$ cat config.mk
export PLATFORM = sky130hd
export DESIGN_NAME = uart_tx_frame_flat
export DESIGN_NICKNAME = d
export VERILOG_FILES = /design/src/rtl/uart_pkg.sv /design/src/rtl/uart_tx_frame_if.sv /design/src/rtl/uart_tx_baud_cnt.sv /design/src/rtl/uart_tx_frame.sv /design/src/flat_wrapper.sv
export SDC_FILE = /design/constraint.sdc
export NUM_CORES = 1
export LEC_CHECK = 0
export ABC_AREA = 1
export CAP_MARGIN = 20
export CORE_AREA = 4 4 58 60
export DETAILED_ROUTE_END_ITERATION = 6
export DIE_AREA = 0 0 62 64
export RECOVER_POWER = 50
export SYNTH_ARGS = -nofsm -noshare
export SYNTH_HDL_FRONTEND = slang
export SYNTH_HIERARCHICAL = 1
export SYNTH_SLANG_ARGS = --single-unit
$ cat constraint.sdc
create_clock -name clk -period 1.7 [get_ports clk]
set_clock_uncertainty 0.05 [all_clocks]
set_input_delay 0.255 -clock clk [delete_from_list [all_inputs] [get_ports clk]]
set_output_delay 0.255 -clock clk [all_outputs]
set_load 0.02 [all_outputs]
$ cat src/rtl/uart_pkg.sv
// Shared UART definitions: FSM state encodings and line levels used by TX and the RX checkers.
package uart_pkg;

   typedef enum logic [2:0] {
      ST_IDLE   = 3'd0,
      ST_START  = 3'd1,
      ST_DATA   = 3'd2,
      ST_PARITY = 3'd3,
      ST_STOP   = 3'd4
   } uart_state_e;

   localparam logic IDLE_LEVEL  = 1'b1;
   localparam logic START_LEVEL = 1'b0;
   localparam logic STOP_LEVEL  = 1'b1;

endpackage

$ cat src/rtl/uart_tx_frame_if.sv
// Request/status bundle of the UART transmitter; par_typ exists only when UART_TX_PARITY_EN is defined.
interface uart_tx_frame_if #(
   parameter int DATA_WIDTH = 8
);
   logic [DATA_WIDTH-1:0] p_data;
   logic                  data_valid;
`ifdef UART_TX_PARITY_EN
   logic                  par_typ;
`endif
   logic                  tx_out;
   logic                  busy;
   logic                  done;

`ifdef UART_TX_PARITY_EN
   modport master (output p_data, data_valid, par_typ, input tx_out, busy, done);
   modport slave  (input p_data, data_valid, par_typ, output tx_out, busy, done);
`else
   modport master (output p_data, data_valid, input tx_out, busy, done);
   modport slave  (input p_data, data_valid, output tx_out, busy, done);
`endif
endinterface

$ cat src/rtl/uart_tx_baud_cnt.sv
// Bit-period counter: counts 0..CLKS_PER_BIT-1 while enabled and flags the last cycle of each bit.
module uart_tx_baud_cnt #(
   parameter int CLKS_PER_BIT = 16,
   parameter int CNT_W        = 5
) (
   input  logic clk,
   input  logic rst,
   input  logic clr,
   input  logic en,
   output logic bit_tick
);

   logic [CNT_W-1:0] clk_cnt;

   assign bit_tick = en && (clk_cnt == CNT_W'(CLKS_PER_BIT - 1));

   always_ff @(posedge clk or negedge rst) begin
      if (!rst) begin
         clk_cnt <= '0;
      end else if (clr || bit_tick) begin
         clk_cnt <= '0;
      end else if (en) begin
         clk_cnt <= clk_cnt + CNT_W'(1);
      end
   end

endmodule

$ cat src/rtl/uart_tx_frame.sv
// UART transmitter: start, DATA_WIDTH bits LSB first, optional parity (UART_TX_PARITY_EN), stop.
module uart_tx_frame
   import uart_pkg::*;
#(
   parameter int DATA_WIDTH   = 8,
   parameter int CLKS_PER_BIT = 16,
   parameter int CNT_W        = 5
) (
   input  logic           clk,
   input  logic           rst,
   uart_tx_frame_if.slave bus
);

   localparam int BI_W = (DATA_WIDTH > 1) ? $clog2(DATA_WIDTH) : 1;

   uart_state_e           state_q;
   uart_state_e           state_nxt;
   logic [DATA_WIDTH-1:0] shift_q;
   logic [DATA_WIDTH-1:0] shift_nxt;
   logic [BI_W-1:0]       bit_idx_q;
   logic                  accept;
   logic                  bit_tick;
   logic                  last_bit;
   logic                  tx_d;
   logic                  busy_d;
   logic                  done_d;
`ifdef UART_TX_PARITY_EN
   logic                  par_q;
`endif

   assign accept   = (state_q == ST_IDLE) && bus.data_valid;
   assign last_bit = (bit_idx_q == BI_W'(DATA_WIDTH - 1));

   uart_tx_baud_cnt #(
      .CLKS_PER_BIT (CLKS_PER_BIT),
      .CNT_W        (CNT_W)
   ) u_baud (
      .clk      (clk),
      .rst      (rst),
      .clr      (accept),
      .en       (state_q != ST_IDLE),
      .bit_tick (bit_tick)
   );

   always_ff @(posedge clk or negedge rst) begin
      if (!rst) begin
         state_q <= ST_IDLE;
      end else begin
         state_q <= state_nxt;
      end
   end

   always_comb begin
      state_nxt = state_q;
      case (state_q)
         ST_IDLE:   if (accept)   state_nxt = ST_START;
         ST_START:  if (bit_tick) state_nxt = ST_DATA;
         ST_DATA: begin
            if (bit_tick && last_bit) begin
`ifdef UART_TX_PARITY_EN
               state_nxt = ST_PARITY;
`else
               state_nxt = ST_STOP;
`endif
            end
         end
         ST_PARITY: if (bit_tick) state_nxt = ST_STOP;
         ST_STOP:   if (bit_tick) state_nxt = ST_IDLE;
         default:   state_nxt = ST_IDLE;
      endcase
   end

   // Outputs are computed from the upcoming state so the registered line level switches on the boundary edge.
   always_comb begin
      shift_nxt = shift_q;
      if (accept) begin
         shift_nxt = bus.p_data;
      end else if ((state_q == ST_DATA) && bit_tick) begin
         shift_nxt = shift_q >> 1;
      end

      tx_d = IDLE_LEVEL;
      case (state_nxt)
         ST_START:  tx_d = START_LEVEL;
         ST_DATA:   tx_d = shift_nxt[0];
`ifdef UART_TX_PARITY_EN
         ST_PARITY: tx_d = par_q;
`else
         ST_PARITY: tx_d = STOP_LEVEL;
`endif
         ST_STOP:   tx_d = STOP_LEVEL;
         default:   tx_d = IDLE_LEVEL;
      endcase

      busy_d = (state_nxt != ST_IDLE);
      done_d = (state_q == ST_STOP) && bit_tick;
   end

   always_ff @(posedge clk or negedge rst) begin
      if (!rst) begin
         shift_q     <= '0;
         bit_idx_q   <= '0;
         bus.tx_out  <= IDLE_LEVEL;
         bus.busy    <= 1'b0;
         bus.done    <= 1'b0;
`ifdef UART_TX_PARITY_EN
         par_q       <= 1'b0;
`endif
      end else begin
         shift_q    <= shift_nxt;
         bus.tx_out <= tx_d;
         bus.busy   <= busy_d;
         bus.done   <= done_d;
         if (accept) begin
            bit_idx_q <= '0;
         end else if ((state_q == ST_DATA) && bit_tick) begin
            bit_idx_q <= bit_idx_q + BI_W'(1);
         end
`ifdef UART_TX_PARITY_EN
         // Parity is fixed at accept time, so later p_data/par_typ changes cannot disturb it.
         if (accept) begin
            par_q <= (^bus.p_data) ^ bus.par_typ;
         end
`endif
      end
   end

endmodule

$ cat src/flat_wrapper.sv
// flat-port wrapper written by rule: the top's interface ports become plain ports
module uart_tx_frame_flat import uart_pkg::*;
#(
   parameter int DATA_WIDTH   = 8,
   parameter int CLKS_PER_BIT = 16,
   parameter int CNT_W        = 5
)
  (clk, rst, bus_p_data, bus_data_valid, bus_tx_out, bus_busy, bus_done);
  uart_tx_frame_if #(.DATA_WIDTH(DATA_WIDTH)) bus_i ();
  input  logic clk;
  input  logic rst;
  input wire logic [$bits(bus_i.p_data)-1:0] bus_p_data;
  input wire logic [$bits(bus_i.data_valid)-1:0] bus_data_valid;
  output wire logic [$bits(bus_i.tx_out)-1:0] bus_tx_out;
  output wire logic [$bits(bus_i.busy)-1:0] bus_busy;
  output wire logic [$bits(bus_i.done)-1:0] bus_done;
  assign bus_i.p_data = bus_p_data;
  assign bus_i.data_valid = bus_data_valid;
  assign bus_tx_out = bus_i.tx_out;
  assign bus_busy = bus_i.busy;
  assign bus_done = bus_i.done;
  uart_tx_frame #(.DATA_WIDTH(DATA_WIDTH), .CLKS_PER_BIT(CLKS_PER_BIT), .CNT_W(CNT_W)) u_core (.clk(clk), .rst(rst), .bus(bus_i));
endmodule
==> reports/results.ini, run 1 <==
[synthesis]
synth_area_mm2 = 0.00111
yosys-top-cells-area = dfrtp_1, nand2_1, nor2_1
yosysWarnings = 6
yosysMostFrequentCell = nand2_1
synth_edf_count = 0
synth_top_area_cell = dfrtp_1
yosys_register_bits = 22
syn-num-nets = 141
synth_top_area_share = 0.472
syn_inst = 126
yosysSeqAreaShare = 0.496
postSynthAreaPerCell_um2 = 8.84
ys_async_sr_fraction = 1.00
synth_ff_type = dfrtp_1
ys_top_cells_by_count = nand2_1, dfrtp_1, nor2_1
synth.distinct_cells = 26

[timing]
fin_tns_setup_ps = 0
tightest_slew_ps = 604
final_max_slew_viol_count = 0
hold-worst-slack_ps = 209
period_needed_ps = 1660
rsz0062_at_grt = yes
slew_headroom = 0.598
hold_violations = 0
fmax_mhz = 602
finalSetupViolCount = 0
period_share = 0.977

[route]
dr.first_iter.drc_count = 39
wl_per_cell_um = 12.2
post-route-drc-count = 0
via_count = 935
wirelength_mm = 2.32
viasPerCell = 4.92
drt-pass1-iter-count = 4
drtAntennaViolNets = 0

[clocking]
cts.sinks = 22
clock_path_buffers = 2
cts_made_buffers = 3
cts_tree = done
htree_levels = 1
cts-root-buf = clkbuf_4
ctsHoldBuffers = 0
clk_latency_ps = 300
clk_pin_slew_ps = 120

[setup_path]
worst-r2r-setup-slack_ps = 40
critPathLaunchType = register
r2r_start = u_core/u_baud/clk_cnt[0]
timing.rr.end = u_core/bus.tx_out
worst-r2r-cell-count = 11
worst_setup_path_end_kind = register
critPathMaxFanout = 5
required_ps = 1900
cp_data_arrival_time_ps = 1860
crit_start = u_core/u_baud/clk_cnt[0]
crit_type = reg -> reg

[cells_and_area]
num_antenna_cells = 0
nNetsFinal = 173
post-route-util = 0.509
layout-area-overhead-vs-synth_pct = 33.8
drive_above_1_share = 0.306
nFillCells = 298
design_area_mm2 = 0.00149

[power_and_ir_drop]
combPwrFrac = 0.121
p_leak_nw = 0.730
peakVddDrop_mv = 0.408
p_sw_uw = 218
power-per-cell-area_mw_per_mm2 = 605
seq_power_share = 0.610
switching_share = 0.242
p_clk_frac = 0.269
p_int_uw = 683

[worst_hold_path]
holdCritPathClass = in -> async

[place]
place_hpwl_mm = 1.68
routabilityCongestion = 0.840
io_buffer_count = 13
post_dp_cell_area_mm2 = 0.00138

[outcome]
status = completed

[floorplanning]
ios = 14
core_area_mm2 = 0.00293
die_height_um = 64
num_rows = 20
die_w_um = 62
initial_core_util = 0.380
die_area_mm2 = 0.00397

[global_route]
grt_usage = 0.139
grt_pass1_wl_mm = 4.17
grt_overflow = 0
antenna_found_initial = 0
grt_pass1_vias = 993
grt_max_degree = 13

[job]
cap_violations = 0

[placed cells by master, fill, tap and decap left out, types with 2 or more instances in the layout]
| cell | instances |
|---|---|
| inv_1 | 9 |
| dfrtp_1 | 21 |
| nand4_1 | 3 |
| nand2_1 | 32 |
| ha_1 | 2 |
| inv_2 | 4 |
| nor2_2 | 4 |
| clkdlybuf4s50_1 | 11 |
| nand2_4 | 2 |
| clkbuf_4 | 3 |
| clkbuf_1 | 3 |
| o22ai_2 | 2 |
| o21ai_0 | 2 |
| nor2_1 | 12 |
| nand3_2 | 5 |
| nand2_2 | 4 |
| buf_4 | 11 |
| buf_6 | 3 |
| nand3_1 | 7 |
[layout make-up]
cell class	count	area, um^2	share of cell area
clock buffers	4	26.3	0.0176
inverters	14	55.1	0.0369
multi-input cells	88	563	0.378
flip-flops and latches	22	552	0.370
well taps	33	41.3	0.0277
repair buffers	29	253	0.170
[critical path, cell delays in order, from the launching register on]
cell     delay [ps]
dfrtp_1         400
ha_2            200
and3_4          180
ha_4            160
nand2_4          80
inv_4            50
buf_4           130
nand2_2          50
nand3_2          90
nand3_2         100
nand2_1          60
nand2_1          50
[power by group through the flow]
stage | sequential [mW] | clock, mW | combinational, mW
2_1_floorplan | 0.560 | 0 | 0.0501
3_3_place_gp | 0.558 | 0 | 0.106
3_5_place_dp | 0.558 | 0 | 0.108
4_1_cts | 0.549 | 0.257 | 0.110
5_1_grt | 0.552 | 0.287 | 0.124
6_report | 0.549 | 0.242 | 0.109
[cells by family after synthesis]
family,Yosys count,synth area share
compound gates,9,0.0573
buf+inv,16,0.0674
simple gates,74,0.327
flops,22,0.496
xor+xnor,1,0.00787
fa+ha+maj,4,0.0449
[metal layers]
metal | vias up | GRT usage | share of wire
li1 | 467 | - | -
met1 | 439 | 0.184 | 0.43
met2 | 25 | 0.214 | 0.51
met3 | 4 | 0.0283 | 0.050
met4 | 0 | 0.0610 | 0.011
met5 | - | 0 | 0
[per-stage QoR]
step / setup slack (ps) / cells / power (mW)
2_1_floorplan: 27.7 / 126 / 0.610
3_3_place_gp: -59.0 / 185 / 0.664
3_5_place_dp: -97.2 / 185 / 0.666
4_1_cts: 6.39 / 190 / 0.916
5_1_grt: -46.8 / 190 / 0.963
6_report: 38.3 / 190 / 0.901
[sequential cells by signal (all words and copies together) (netlist names)]
name                   flops
u_core/bus.done            1
u_core/u_baud/clk_cnt      5
u_core/bus.busy            1
u_core/shift_q             8
u_core/state_q             3
u_core/bit_idx_q           3
u_core/bus.tx_out          1
[timing repair]
item,CTS,global route
buffers inserted,1,1
setup endpoints to repair,13,12
resized for setup,12,10
pin swaps,4,6
[worst max-delay path by stage]
stage	to	slack, ps	cells after the start
CTS	u_core/shift_q[6]	6	10
global route	u_core/shift_q[2]	-50	9
finish	u_core/bus.tx_out	40	11
floorplan	u_core/shift_q[6]	30	10
detailed placement	u_core/shift_q[6]	-100	10
global placement	u_core/shift_q[5]	-60	10
(Power assumes the default switching activity.)
==> inputs of run 2 (changes only) <==
SLEW_MARGIN = 25   (was unset)
==> results of run 2 <==
No change in the layout: final DEF, timing and power equal those of run 1.
==> inputs of run 3 (changes only) <==
CTS_BUF_LIST = sky130_fd_sc_hd__clkbuf_4 sky130_fd_sc_hd__clkbuf_8 sky130_fd_sc_hd__clkbuf_16   (was unset)
==> run 3 against run 2 <==
Compared with the run above:
- wire length decreased by 0.99%
- die area is the same
- count of clock-buffer cells in the layout unchanged
- register-to-register slack about the same
- largest power group unchanged
- non-clock buffer count did not move
- final cell count stayed put
- via count down 0.43%
- sequential share of layout area decreased by 0.093 points
- sequential power hardly changed
- first-iteration DRC count rose by 7.7%
==> reports/results.ini, run 3 (synthesized netlist as in run 1, its figures left out) <==
[global_route]
antenna_found_initial = 0  ; unchanged
grt_max_degree = 13  ; unchanged
met2_usage = 0.214  ; unchanged
grt_usage = 0.139  ; -0.000344
grt_pass1_wl_mm = 4.17  ; -0.17%
busiest_layer = met2
grt_util_met1 = 0.183  ; -0.00103
met3_usage = 0.0283  ; unchanged
grt_pass1_vias = 988  ; -0.50%
grt_overflow = 0  ; unchanged

[place]
io_buffer_count = 13  ; unchanged
place_hpwl_mm = 1.68  ; unchanged
routabilityCongestion = 0.840  ; unchanged

[timing]
finalSetupViolCount = 0  ; unchanged
rsz0062_at_grt = yes
hold_violations = 0  ; unchanged
final_max_slew_viol_count = 0  ; unchanged
tightest_slew_ps = 606  ; +2.66 ps
period_share = 0.977  ; about the same
fmax_mhz = 602  ; about the same
hold-worst-slack_ps = 204  ; -4.47 ps
slew_headroom = 0.596  ; -0.00178
period_needed_ps = 1660  ; -0.247 ps

[cells_and_area]
top_register = u_core/shift_q
drive_above_1_share = 0.312  ; +0.00637
final_common_cell = nand2_1
regArea_um2 = 552  ; unchanged
largest_reg_flops = 8  ; unchanged
layout_common_cells = nand2_1, dfrtp_1, nor2_1
num_antenna_cells = 0  ; unchanged
nFillCells = 296  ; -0.67%
nNetsFinal = 173  ; unchanged
largestRegisters = u_core/shift_q x8, u_core/u_baud/clk_cnt x5
multi_input_area_um2 = 563  ; unchanged
layout-area-overhead-vs-synth_pct = 34.2
post-route-util = 0.510  ; +0.00128

[clocking]
cts.sinks = 22  ; unchanged
clock_path_buffers = 2  ; unchanged
cts-root-buf = clkbuf_4
clk_latency_ps = 300  ; about the same
htree_levels = 1  ; unchanged
cts_tree = done
cts_made_buffers = 3  ; unchanged
clk_pin_slew_ps = 120  ; about the same
ctsHoldBuffers = 0  ; unchanged

[job]
cap_violations = 0  ; unchanged

[power_and_ir_drop]
power-per-cell-area_mw_per_mm2 = 613  ; +1.3%
peakVddDrop_mv = 0.411  ; +0.84%
p_leak_nw = 0.733  ; +0.47%
power.total_uw = 916  ; +1.6%

[floorplanning]
num_rows = 20  ; unchanged
ios = 14  ; unchanged
initial_core_util = 0.380  ; unchanged
core_area_mm2 = 0.00293  ; unchanged
die_area_mm2 = 0.00397  ; unchanged
die_w_um = 62  ; unchanged
die_height_um = 64  ; unchanged

[route]
drtAntennaViolNets = 0  ; unchanged
wirelength_mm = 2.30  ; -0.99%
wl_per_cell_um = 12.1  ; -0.99%
drt-pass1-iter-count = 4  ; unchanged
post-route-drc-count = 0  ; unchanged
viasPerCell = 4.90  ; -0.43%
via_count = 931  ; -0.43%
dr.first_iter.drc_count = 42  ; +7.7%

[setup_path]
required_ps = 1900  ; about the same
critPathMaxFanout = 5  ; unchanged
cp_data_arrival_time_ps = 1860  ; about the same
crit_type = reg -> reg
worst_setup_path_end_kind = register
critPathLaunchType = register

[worst_hold_path]
holdCritPathClass = in -> async

[outcome]
status = completed

==> run 3: cell types whose count changed in the layout (fill, tap and decap cells not counted) <==
cell      delta
clkbuf_1     -1
clkbuf_4     +1
==> run 3: layout make-up <==
class	count	area share
inverters	14	0.0369
repair buffers	29	0.169
well taps	33	0.0276
clock buffers	4	0.0201
flip-flops and latches	22	0.369
multi-input cells	88	0.377
==> run 3: where the power goes <==
group / internal [mW] / switching (mW)
Clock: 0.107 / 0.150
Sequential: 0.540 / 0.00940
Combinational: 0.0518 / 0.0574
Total: 0.699 / 0.216
==> run 3: critical path, stage by stage, from the launching register on <==
cell     delay, ps
dfrtp_1        400
ha_2           200
and3_4         180
ha_4           160
nand2_4         80
inv_4           50
nor2_2         120
nand2_1         80
nand2_2        100
inv_2           50
nand3_2         50
nand2_1         50
nand2_1         50
==> run 3: path summary, 6_finish.rpt <==
check	slack [ps]	cells past startpoint	startpoint	endpoint
max in group asynchronous	580	2	rst	u_core/shift_q[2]
worst max register to register	40	12	u_core/u_baud/clk_cnt[0]	u_core/bus.tx_out
worst min-delay path	200	1	rst	u_core/bus.busy
min in group clk	440	1	u_core/bit_idx_q[0]	u_core/bit_idx_q[0]
worst max-delay path	40	12	u_core/u_baud/clk_cnt[0]	u_core/bus.tx_out
worst min register to register	440	1	u_core/bit_idx_q[0]	u_core/bit_idx_q[0]
==> run 3: per-layer routing <==
layer	share of wire	up-vias	wire [um]
li1	-	468	-
met1	0.43	443	992
met2	0.51	16	1180
met3	0.043	4	98
met4	0.012	0	27
met5	0	-	0
==> run 3: through the flow <==
| stage | setup TNS [ps] | setup slack [ps] | instances | instance area, um^2 |
|---|---|---|---|---|
| finish | 0 | 38.5 | 190 | 1490 |
| global route | -282 | -46.5 | 190 | 1490 |
| CTS | 0 | 6.60 | 190 | 1470 |
| detailed placement | -270 | -97.2 | 185 | 1380 |
| global placement | -125 | -59.0 | 185 | 1380 |
| floorplan | 0 | 27.7 | 126 | 1110 |
==> run 3: repair_timing <==
item	in CTS	in global routing
resized for setup	12	10
pin swaps	4	6
setup endpoints to repair	12	12
gates cloned	0	0
setup buffers	1	1
